`config.mk`:
```
export PLATFORM = sky130hd
export DESIGN_NAME = wb_trace_buffer_flat
export DESIGN_NICKNAME = d
export VERILOG_FILES = /design/src/rtl/wb_trace_buffer_pkg.sv /design/src/rtl/wb_trace_buffer_if.sv /design/src/rtl/wb_trace_buffer_sync_fifo.sv /design/src/rtl/wb_trace_buffer.sv /design/src/flat_wrapper.sv
export SDC_FILE = /design/constraint.sdc
export NUM_CORES = 1
export LEC_CHECK = 0
export CAP_MARGIN = 20
export CORE_ASPECT_RATIO = 1.25
export CORE_UTILIZATION = 55
export DETAILED_ROUTE_END_ITERATION = 12
export HOLD_SLACK_MARGIN = 0.15
export PLACE_DENSITY = 0.76
export SYNTH_ARGS = -nofsm -noshare
export SYNTH_HDL_FRONTEND = slang
export SYNTH_SLANG_ARGS = --single-unit
export TNS_END_PERCENT = 1
```
`constraint.sdc`:
```
create_clock -name clock -period 3.4 [get_ports clock]
set_input_delay 0.68 -clock clock [delete_from_list [all_inputs] [get_ports clock]]
set_output_delay 0.68 -clock clock [all_outputs]
set_load 0.01 [all_outputs]
```
`src/rtl/wb_trace_buffer_pkg.sv`:
```
// rtl/wb_trace_buffer_pkg.sv - shared trace state encodings and entry layout
package wb_trace_buffer_pkg;

  // Capture state machine encodings
  localparam logic [1:0] IDLE      = 2'd0;
  localparam logic [1:0] ARMED     = 2'd1;
  localparam logic [1:0] CAPTURING = 2'd2;
  localparam logic [1:0] DONE      = 2'd3;

  // Writeback field widths
  localparam int TRACE_RD_BITS   = 5;
  localparam int TRACE_DATA_BITS = 32;

  // Packed entry layout {pc, rd, data}, data in the LSBs
  localparam int TRACE_DATA_LSB = 0;
  localparam int TRACE_RD_LSB   = TRACE_DATA_LSB + TRACE_DATA_BITS;
  localparam int TRACE_PC_LSB   = TRACE_RD_LSB + TRACE_RD_BITS;

  // Total entry width for a given PC width
  function automatic int trace_entry_bits(input int address_bits);
    return address_bits + TRACE_PC_LSB;
  endfunction

endpackage

```
`src/rtl/wb_trace_buffer_if.sv`:
```
// rtl/wb_trace_buffer_if.sv - writeback input and trace drain bundle
interface wb_trace_buffer_if
  import wb_trace_buffer_pkg::*;
#(
  parameter int ADDRESS_BITS = 16
);

  logic                                          wb_valid;
  logic [ADDRESS_BITS-1:0]                       wb_pc;
  logic [TRACE_RD_BITS-1:0]                      wb_rd;
  logic [TRACE_DATA_BITS-1:0]                    wb_data;
  logic                                          trace_valid;
  logic                                          trace_ready;
  logic [trace_entry_bits(ADDRESS_BITS)-1:0]     trace_data;

  // Environment side: drives writebacks, sinks the trace stream
  modport master (
    output wb_valid, wb_pc, wb_rd, wb_data, trace_ready,
    input  trace_valid, trace_data
  );

  // Trace buffer side
  modport slave (
    input  wb_valid, wb_pc, wb_rd, wb_data, trace_ready,
    output trace_valid, trace_data
  );

endinterface

```
`src/rtl/wb_trace_buffer_sync_fifo.sv`:
```
// rtl/wb_trace_buffer_sync_fifo.sv - single-clock FIFO with occupancy count
module sync_fifo #(
  parameter int WIDTH    = 53,
  parameter int DEPTH    = 16,
  parameter int PTR_BITS = $clog2(DEPTH)
) (
  input  logic              clock,
  input  logic              reset,
  input  logic              push,
  input  logic [WIDTH-1:0]  push_data,
  input  logic              pop,
  output logic [WIDTH-1:0]  pop_data,
  output logic              full,
  output logic              empty,
  output logic [PTR_BITS:0] occupancy
);

  localparam logic [PTR_BITS:0]   FULL_COUNT = (PTR_BITS + 1)'(DEPTH);
  localparam logic [PTR_BITS:0]   CNT_ONE    = {{PTR_BITS{1'b0}}, 1'b1};
  localparam logic [PTR_BITS-1:0] PTR_ONE    = {{(PTR_BITS - 1){1'b0}}, 1'b1};

  logic [WIDTH-1:0]    mem [DEPTH];
  logic [PTR_BITS-1:0] wr_ptr;
  logic [PTR_BITS-1:0] rd_ptr;
  logic [PTR_BITS:0]   count;
  logic                do_push;
  logic                do_pop;

  assign full      = (count == FULL_COUNT);
  assign empty     = (count == '0);
  assign occupancy = count;

  // A pop frees the head slot in the same cycle, so a push into a full FIFO
  // is accepted when it coincides with a pop.
  assign do_pop  = pop && !empty;
  assign do_push = push && (!full || do_pop);

  // Head is read straight from storage; forced to zero when nothing is held
  assign pop_data = empty ? '0 : mem[rd_ptr];

  // Storage write; contents need no reset because the output is gated by empty
  always_ff @(posedge clock) begin
    if (do_push) begin
      mem[wr_ptr] <= push_data;
    end
  end

  // Pointer and occupancy bookkeeping
  always_ff @(posedge clock or posedge reset) begin
    if (reset) begin
      wr_ptr <= '0;
      rd_ptr <= '0;
      count  <= '0;
    end else begin
      if (do_push) begin
        wr_ptr <= wr_ptr + PTR_ONE;
      end
      if (do_pop) begin
        rd_ptr <= rd_ptr + PTR_ONE;
      end
      case ({do_push, do_pop})
        2'b10:   count <= count + CNT_ONE;
        2'b01:   count <= count - CNT_ONE;
        default: count <= count;
      endcase
    end
  end

endmodule

```
`src/rtl/wb_trace_buffer.sv`:
```
// rtl/wb_trace_buffer.sv - PC-triggered writeback trace capture with drain port
module wb_trace_buffer
  import wb_trace_buffer_pkg::*;
#(
  parameter int ADDRESS_BITS = 16,
  parameter int DEPTH        = 16,
  parameter int PTR_BITS     = $clog2(DEPTH)
) (
  input  logic                    clock,
  input  logic                    reset,
  wb_trace_buffer_if.slave        bus,
  input  logic                    arm,
  input  logic [ADDRESS_BITS-1:0] trigger_pc,
  input  logic [PTR_BITS:0]       post_count,
  output logic [PTR_BITS:0]       occupancy,
  output logic                    overflow,
  output logic                    done
);

  localparam int                ENTRY_BITS = trace_entry_bits(ADDRESS_BITS);
  localparam logic [PTR_BITS:0] CNT_ONE    = {{PTR_BITS{1'b0}}, 1'b1};

  logic [1:0]            state;
  logic [PTR_BITS:0]     remain;
  logic [PTR_BITS:0]     remain_init;
  logic                  trigger_hit;
  logic                  capture;
  logic                  pop;
  logic                  fifo_full;
  logic                  fifo_empty;
  logic [ENTRY_BITS-1:0] entry;
  logic [ENTRY_BITS-1:0] head;

  assign entry       = {bus.wb_pc, bus.wb_rd, bus.wb_data};
  assign trigger_hit = (state == ARMED) && (bus.wb_pc == trigger_pc);
  // Dropping arm wins over everything, including a same-cycle writeback
  assign capture     = arm && bus.wb_valid && (trigger_hit || (state == CAPTURING));
  assign pop         = !fifo_empty && bus.trace_ready;
  // The trigger entry itself counts, so a post_count of 0 still captures one
  assign remain_init = (post_count == '0) ? '0 : post_count - CNT_ONE;

  assign bus.trace_valid = !fifo_empty;
  assign bus.trace_data  = head;
  assign done            = (state == DONE);

  sync_fifo #(
    .WIDTH    (ENTRY_BITS),
    .DEPTH    (DEPTH),
    .PTR_BITS (PTR_BITS)
  ) u_fifo (
    .clock     (clock),
    .reset     (reset),
    .push      (capture),
    .push_data (entry),
    .pop       (pop),
    .pop_data  (head),
    .full      (fifo_full),
    .empty     (fifo_empty),
    .occupancy (occupancy)
  );

  // Capture state machine and remaining-entry counter
  always_ff @(posedge clock or posedge reset) begin
    if (reset) begin
      state  <= IDLE;
      remain <= '0;
    end else if (!arm) begin
      state <= IDLE;
    end else begin
      case (state)
        IDLE: begin
          state  <= ARMED;
          remain <= '0;
        end
        ARMED: begin
          if (capture) begin
            remain <= remain_init;
            state  <= (remain_init == '0) ? DONE : CAPTURING;
          end
        end
        CAPTURING: begin
          if (capture) begin
            remain <= remain - CNT_ONE;
            if (remain <= CNT_ONE) begin
              state <= DONE;
            end
          end
        end
        default: state <= state;
      endcase
    end
  end

  // Sticky overflow: set when a capture finds no free slot, cleared on arming
  always_ff @(posedge clock or posedge reset) begin
    if (reset) begin
      overflow <= 1'b0;
    end else if (arm && (state == IDLE)) begin
      overflow <= 1'b0;
    end else if (capture && fifo_full && !pop) begin
      overflow <= 1'b1;
    end
  end

endmodule
```
`src/flat_wrapper.sv`:
```
// flat-port wrapper written by rule: the top's interface ports become plain ports
module wb_trace_buffer_flat import wb_trace_buffer_pkg::*;
#(
  parameter int ADDRESS_BITS = 16,
  parameter int DEPTH        = 16,
  parameter int PTR_BITS     = $clog2(DEPTH)
)
  (clock, reset, arm, trigger_pc, post_count, occupancy, overflow, done, bus_wb_valid, bus_wb_pc, bus_wb_rd, bus_wb_data, bus_trace_ready, bus_trace_valid, bus_trace_data);
  wb_trace_buffer_if #(.ADDRESS_BITS(ADDRESS_BITS)) bus_i ();
  input  logic clock;
  input  logic reset;
  input  logic arm;
  input  logic [ADDRESS_BITS-1:0] trigger_pc;
  input  logic [PTR_BITS:0] post_count;
  output logic [PTR_BITS:0] occupancy;
  output logic overflow;
  output logic done;
  input wire logic [$bits(bus_i.wb_valid)-1:0] bus_wb_valid;
  input wire logic [$bits(bus_i.wb_pc)-1:0] bus_wb_pc;
  input wire logic [$bits(bus_i.wb_rd)-1:0] bus_wb_rd;
  input wire logic [$bits(bus_i.wb_data)-1:0] bus_wb_data;
  input wire logic [$bits(bus_i.trace_ready)-1:0] bus_trace_ready;
  output wire logic [$bits(bus_i.trace_valid)-1:0] bus_trace_valid;
  output wire logic [$bits(bus_i.trace_data)-1:0] bus_trace_data;
  assign bus_i.wb_valid = bus_wb_valid;
  assign bus_i.wb_pc = bus_wb_pc;
  assign bus_i.wb_rd = bus_wb_rd;
  assign bus_i.wb_data = bus_wb_data;
  assign bus_i.trace_ready = bus_trace_ready;
  assign bus_trace_valid = bus_i.trace_valid;
  assign bus_trace_data = bus_i.trace_data;
  wb_trace_buffer #(.ADDRESS_BITS(ADDRESS_BITS), .DEPTH(DEPTH), .PTR_BITS(PTR_BITS)) u_core (.clock(clock), .reset(reset), .bus(bus_i), .arm(arm), .trigger_pc(trigger_pc), .post_count(post_count), .occupancy(occupancy), .overflow(overflow), .done(done));
endmodule
```
==> results.sh, run 1 <==
export IMPL_end_kind="primary output"
export IMPL_die_area_sq_um=63500
export IMPL_drive_gt1_share_pct=36.1
export IMPL_drt_initial_drc_count=2014
export IMPL_synth_area_top_cells="edfxtp_1 74%, mux4_2 15%, mux4_1 3.1%"
export IMPL_coreArea_sq_um=61900
export IMPL_drt_met1_wl_um=30500
export IMPL_yosysTopAreaCellShare_pct=74.1
export IMPL_fin_crit_ns=3.75
export IMPL_met3WireLength_um=6760
export IMPL_place_inst=2499
export IMPL_drc_errors=0
export IMPL_p_leak_nw=13.7
export IMPL_final_cell_mix="848 x edfxtp_1, 249 x mux4_2, 86 x clkdlybuf4s50_1, 79 x buf_12, 77 x clkbuf_16"
export IMPL_syn_nets=1562
export IMPL_setup_ws_ns=-0.347
export IMPL_cts_made_buffers=77
export IMPL_clock_sinks=869
export IMPL_rows=102
export IMPL_yosysWarnings=0
export IMPL_clk_latency_ns=0.63
export IMPL_nets=1902
export IMPL_synth_seq_cells=869
export IMPL_ios=140
export IMPL_critPathArrivalTime_ns=3.07
export IMPL_fin_cells=2694
export IMPL_vias_per_cell=6.40
export IMPL_worstMarginPinSlew_ns=0.914
export IMPL_dp_hpwl_um=44300
export IMPL_globalRouteTotalUtil_pct=27.9
export IMPL_grt_ovfl_total=0
export IMPL_wire_per_inst_um=31.8
export IMPL_setup_violations_final=53
export IMPL_power_mw=32.3
export IMPL_status="finished, violations left"
export IMPL_initial_utilization_pct=55.6
export IMPL_synth_top_flop_cell="edfxtp_1"
export IMPL_die_w_um=226
export IMPL_maxSlewViolCount=0
export IMPL_finalHoldViolations=0
export IMPL_max_cap_viol_count=0
export IMPL_grt_max_degree=50
export IMPL_synth_area_sq_um=34400
export IMPL_max_stage_delay_ns=0.56
export IMPL_route_met2_wl_um=45700
export IMPL_clock_skew_ns=0.0236
export IMPL_io_buffers=139
export IMPL_die_h_um=282
export IMPL_relSlewSlack_pct=39.0
export IMPL_antenna_found_initial=4
export IMPL_ys_seq_area_share_pct=75.6
export IMPL_synth_edff_count=848
export IMPL_fin_util_pct=67.3
export IMPL_yosysUniqueCellTypes=58
export IMPL_critPathLaunchType="register"
export IMPL_grt_pass1_wl_um=124000
export IMPL_failed_checks="negative setup slack"
export IMPL_syn_inst=1466
export IMPL_hold_buffers=0
export IMPL_drtAntennaViolNets=0
export IMPL_holdWs_ns=0.557
export IMPL_cts_root_buffer="clkbuf_16"
export IMPL_cp_required_ns=2.72
export IMPL_async_reset_ff_share_pct=2.42
export IMPL_grt_pass1_vias=18100
export IMPL_cp_cell_sequence="buf_12, buf_12, buf_12, buf_8, mux4_2, mux4_2, and2_4, buf_6"
export IMPL_clockBufferDepth=3
export IMPL_ir_drop_mv=0.449
export IMPL_rsz0062_at_grt="true"
export IMPL_yosys_area_top_type="edfxtp_1"
export IMPL_critPathBufInv=5
export IMPL_power_density_nw_per_um2=777
export IMPL_mostFrequentLayoutCell="edfxtp_1"
export IMPL_htreeDepth=3
export IMPL_syn_to_final_growth_pct=21.1
export IMPL_crit_family="multiplexers"
export IMPL_syn_avg_cell_area_sq_um=23.5
export IMPL_drt_first_pass_iters=8
export IMPL_place_gp_congestion=0.776
export IMPL_min_period_over_period_pct=110
export IMPL_min_path_type="input pin to asynchronous set/reset pin"
export IMPL_crit_type="register to primary output"
export IMPL_fmax_mhz=267
export IMPL_crit_fanout=5
export IMPL_path_clk_slew_ns=0.07
export IMPL_routed_wl_um=85800
export IMPL_vias=17200
export IMPL_crit_slowest_cell="mux4_2"
export IMPL_cts_tree="done"
export IMPL_highest_layer="met5"
export IMPL_path_common_cell="buf_12"
==> Yosys cell counts (9+ instances only) <==
| cell | n |
|---|---|
| inv_1 | 18 |
| buf_12 | 11 |
| buf_1 | 12 |
| and2_1 | 66 |
| nand2_1 | 16 |
| nor3_1 | 10 |
| mux4_2 | 224 |
| edfxtp_1 | 848 |
| ha_1 | 16 |
| dfrtp_1 | 21 |
| mux4_1 | 41 |
| xor2_1 | 17 |
| nor2_1 | 16 |
| clkbuf_1 | 32 |
| a21oi_1 | 10 |
| buf_2 | 9 |
==> cell type report <==
class / instances / area [sq um]
Multi-Input combinational cell: 507 / 7880
Antenna cell: 3 / 7.51
Sequential cell: 869 / 26000
Fill cell: 3708 / 20300
Tap cell: 832 / 1040
Clock buffer: 90 / 1980
Timing Repair Buffer: 333 / 4380
Clock inverter: 42 / 293
Inverter: 18 / 67.6
==> final timing paths <==
check,start,endpoint,slack [ns],cells past startpoint
setup / recovery,u_core.u_fifo.rd_ptr[0]$_DFFE_PP0P_,bus_trace_data[48],-0.35,8
hold / removal,reset,u_core.u_fifo.wr_ptr[0]$_DFFE_PP0P_,0.56,2
setup reg to reg,u_core.state[1]$_DFFE_PP0P_,u_core.u_fifo.occupancy[2]$_DFFE_PP0P_,0.26,14
hold reg to reg,u_core.overflow$_DFFE_PP0P_,u_core.overflow$_DFFE_PP0P_,0.56,2
max in group asynchronous,reset,u_core.u_fifo.rd_ptr[3]$_DFFE_PP0P_,2.17,2
min in group clock,u_core.overflow$_DFFE_PP0P_,u_core.overflow$_DFFE_PP0P_,0.56,2
==> registers in the layout, indices dropped and copies added, names as in the netlist <==
name                     cells
u_core.overflow              1
u_core.remain                5
u_core.state                 2
u_core.u_fifo.mem          848
u_core.u_fifo.occupancy      5
u_core.u_fifo.rd_ptr         4
u_core.u_fifo.wr_ptr         4
==> through the flow <==
step	setup WS [ns]	cell area, sq um	setup TNS, ns
2_1_floorplan	-0.327	34400	-193.27
3_3_place_gp	-0.523	38300	-178.50
3_5_place_dp	-0.592	38300	-235.36
4_1_cts	-0.296	41500	-10.57
5_1_grt	-0.391	41600	-12.49
6_report	-0.347	41600	-10.22
==> power breakdown <==
group	leakage, nW	internal, mW	switching, mW
registers	7.88	11.9	0.250
clock network	1.11	4.33	3.83
logic	4.67	6.94	5.05
==> cells by family after synthesis <==
kind of cell | synth area share (%)
flip-flops | 75.6
buffers and inverters | 1.71
AND/OR/NAND/NOR | 2.50
multiplexers | 18.0
adder cells (fa/ha/maj) | 0.640
AO/OA/AOI/OAI | 0.891
XOR/XNOR | 0.637
==> routing by layer <==
layer | vias to the layer above | GRT usage, %
met4 | 2 | 11.1
met3 | 191 | 4.63
met1 | 9105 | 34.8
met2 | 1033 | 48.7
met5 | - | 0
li1 | 6909 | -
==> what timing repair did <==
item,in CTS,in global routing
buffers inserted,42,2
cloned,16,0
pin swaps,7,0
endpoints found under the setup margin,53,55
resized for setup,346,34
No activity file was read; power rests on OpenSTA's default activity.
==> inputs of run 2 (changes only) <==
--- a/config.mk
+++ b/config.mk
@@ -5,6 +5,7 @@
 export SDC_FILE = /design/constraint.sdc
 export NUM_CORES = 1
 export LEC_CHECK = 0
+export ABC_AREA = 1
 export CAP_MARGIN = 20
 export CORE_ASPECT_RATIO = 1.25
 export CORE_UTILIZATION = 55
==> run 2 against run 1 <==
First-iteration DRC count increased by 68%. Non-clock buffer count down 29. Wire length up 9.6%. Utilization is essentially flat. Hold slack got worse by 0.018 ns. Combinational power is 12% higher. Synthesized area grew 0.22%. The run still ends with negative setup slack left. Critical path depth down 1. Sequential share of layout area barely moved. Critical path type unchanged. Clock power rose by 13%.
==> results.sh, run 2 <==
export IMPL_cts_root_buffer="clkbuf_16"
export IMPL_grt_pass1_wl_um=140000
export IMPL_io_buffers=139
export IMPL_power_density_nw_per_um2=840
export IMPL_syn_nets=2619
export IMPL_vias=23600
export IMPL_fin_crit_ns=3.69
export IMPL_rsz0062_at_grt="true"
export IMPL_largest_reg_flops=848
export IMPL_setup_violations_final=16
export IMPL_antenna_cells=0
export IMPL_antenna_found_initial=2
export IMPL_mostFrequentLayoutCell="edfxtp_1"
export IMPL_synth_area_top_cells="edfxtp_1 74%, o21ai_0 6.4%, nor2_1 5.0%"
export IMPL_grt_ovfl_total=0
export IMPL_drc_errors=0
export IMPL_die_h_um=282
export IMPL_critPathLaunchType="register"
export IMPL_drive_gt1_share_pct=13.6
export IMPL_initial_utilization_pct=55.7
export IMPL_synth_top_flop_cell="edfxtp_1"
export IMPL_post_synth_top_count_cell="edfxtp_1"
export IMPL_worstMarginPinSlew_ns=1.03
export IMPL_syn_to_final_growth_pct=20.8
export IMPL_dp_hpwl_um=52400
export IMPL_grt_max_degree=66
export IMPL_ios=140
export IMPL_clockBufferDepth=3
export IMPL_clock_sinks=869
export IMPL_fillers=3964
export IMPL_die_w_um=226
export IMPL_synth_seq_cells=869
export IMPL_yosysWarnings=0
export IMPL_route_met2_wl_um=46500
export IMPL_top_register="u_core.u_fifo.mem"
export IMPL_maxSlewViolCount=0
export IMPL_failed_checks="negative setup slack"
export IMPL_holdWs_ns=0.539
export IMPL_status="finished, violations left"
export IMPL_final_cell_mix="848 x edfxtp_1, 447 x nor2_1, 439 x o21ai_0, 126 x o221ai_1, 94 x clkdlybuf4s50_1"
export IMPL_crit_type="register to primary output"
export IMPL_nets=2826
export IMPL_ys_seq_area_share_pct=75.4
export IMPL_highest_layer="met5"
export IMPL_drt_met1_wl_um=34500
export IMPL_ir_drop_mv=0.512
export IMPL_async_reset_ff_share_pct=2.42
export IMPL_syn_avg_cell_area_sq_um=13.7
export IMPL_grt_pass1_vias=23300
export IMPL_drt_first_pass_iters=6
export IMPL_clk_latency_ns=0.64
export IMPL_min_path_type="register to register"
export IMPL_cts_tree="done"
export IMPL_cp_required_ns=2.72
export IMPL_htreeDepth=3
export IMPL_yosysUniqueCellTypes=35
export IMPL_routed_wl_um=94000
export IMPL_yosysTopAreaCellShare_pct=73.9
export IMPL_min_period_over_period_pct=109
export IMPL_coreArea_sq_um=61900
export IMPL_wire_per_inst_um=26.0
export IMPL_setup_ws_ns=-0.290
export IMPL_crit_fanout=34
export IMPL_synth_edff_count=848
export IMPL_crit_start="u_core.u_fifo.rd_ptr[1]$_DFFE_PP0P_"
export IMPL_place_gp_congestion=0.849
export IMPL_relSlewSlack_pct=31.3
export IMPL_path_clk_slew_ns=0.06
export IMPL_place_inst=3457
export IMPL_drt_initial_drc_count=3386
export IMPL_synth_area_sq_um=34500
export IMPL_critPathArrivalTime_ns=3.01
export IMPL_die_area_sq_um=63700
export IMPL_fin_cells=3621
export IMPL_hold_buffers=0
export IMPL_yosys_area_top_type="edfxtp_1"
export IMPL_end_kind="primary output"
export IMPL_vias_per_cell=6.52
export IMPL_yosys_top_cells_count="848 x edfxtp_1, 463 x nor2_1, 442 x o21ai_0"
export IMPL_globalRouteTotalUtil_pct=29.5
export IMPL_met3WireLength_um=10000
export IMPL_drtAntennaViolNets=0
export IMPL_rr_startpoint="u_core.state[1]$_DFFE_PP0P_"
export IMPL_fmax_mhz=271
export IMPL_hold_start="u_core.remain[1]$_DFFE_PP0P_"
export IMPL_p_leak_nw=13.6
export IMPL_clock_skew_ns=0.0151
export IMPL_rows=102
export IMPL_cts_made_buffers=80
export IMPL_syn_inst=2523
export IMPL_finalHoldViolations=0
export IMPL_max_cap_viol_count=0
==> run 2: kinds of logic (layout without fill, tap and decap cells) <==
group / count (synthesis) / in the layout / synth area share (%)
adders and majority gates: 17 / 17 / 0.639
and+or+nand+nor: 597 / 597 / 6.89
xor gates and xnor gates: 14 / 14 / 0.356
DFF: 869 / 869 / 75.4
buffers and inverters: 231 / 497 / 2.75
AOI/OAI and AO/OA: 795 / 795 / 14.0
==> run 2: cell type report <==
class | instances | area, sq um | share of cell area [%]
Timing Repair Buffer | 304 | 3850 | 9.24
Timing Repair inverter | 1 | 8.76 | 0.0210
Sequential cell | 869 | 26000 | 62.5
Multi-Input combinational cell | 1423 | 7860 | 18.9
Clock inverter | 40 | 518 | 1.24
Inverter | 51 | 211 | 0.508
Tap cell | 832 | 1040 | 2.50
Clock buffer | 101 | 2140 | 5.15
==> run 2: stage by stage <==
| step | power, mW | utilization, % | setup WS, ns | cell area (sq um) | setup TNS (ns) |
|---|---|---|---|---|---|
| after floorplan | 19.0 | - | -0.885 | 34500 | -218.56 |
| after global placement | 24.3 | 61.7 | -0.243 | 38200 | -121.11 |
| after detailed placement | 24.6 | 61.7 | -0.179 | 38200 | -71.89 |
| after CTS | 34.7 | 67.1 | -0.274 | 41600 | -4.01 |
| after global routing | 36.3 | 67.3 | -0.353 | 41600 | -4.83 |
| final | 35.0 | 67.3 | -0.290 | 41600 | -2.22 |
==> run 2: worst max-delay path, cell delays in order (launching register included) <==
cell and delay (ns):
dfrtp_4 0.55, inv_8 0.16, buf_12 0.21, o21ai_0 0.12
o22ai_1 0.26, o211ai_1 0.15, a21oi_2 0.31, clkdlybuf4s50_1 0.60
==> run 2: path summary, 6_finish.rpt <==
path | endpoint | slack, ns | depth (start not counted)
max | bus_trace_data[38] | -0.29 | 7
min | u_core.remain[1]$_DFFE_PP0P_ | 0.54 | 2
max reg2reg | u_core.u_fifo.mem[1][1]$_DFFE_PP_ | 0.56 | 13
min reg2reg | u_core.remain[1]$_DFFE_PP0P_ | 0.54 | 2
max in group asynchronous | u_core.u_fifo.rd_ptr[0]$_DFFE_PP0P_ | 2.03 | 2
min in group asynchronous | u_core.remain[4]$_DFFE_PP0P_ | 0.62 | 2
==> run 2: layer usage <==
metal | global-route usage, % | up-vias
met2 | 49.0 | 1748
li1 | - | 10000
met5 | 0 | -
met4 | 11.7 | 2
met1 | 39.0 | 11600
met3 | 4.96 | 219
==> run 2: power by group <==
part	switching (mW)	internal (mW)	total (mW)
registers	0.275	12.0	12.2
logic	8.27	5.28	13.5
clock network	3.85	5.33	9.18
total	12.4	22.6	35.0
==> run 2: what timing repair did <==
action / CTS / global route
pin swaps: 23 / 14
setup endpoints to repair: 53 / 53
cloned: 11 / 1
gates resized for setup: 132 / 30
hold endpoints to repair: 0 / 0
setup buffers: 10 / 1
==> inputs of run 3 (changes only) <==
--- a/config.mk
+++ b/config.mk
@@ -6,7 +6,7 @@
 export NUM_CORES = 1
 export LEC_CHECK = 0
 export ABC_AREA = 1
-export CAP_MARGIN = 20
+export CAP_MARGIN = 10
 export CORE_ASPECT_RATIO = 1.25
 export CORE_UTILIZATION = 55
 export DETAILED_ROUTE_END_ITERATION = 12
==> results of run 3 <==
Final layout, timing and power as in run 2 (identical DEF).
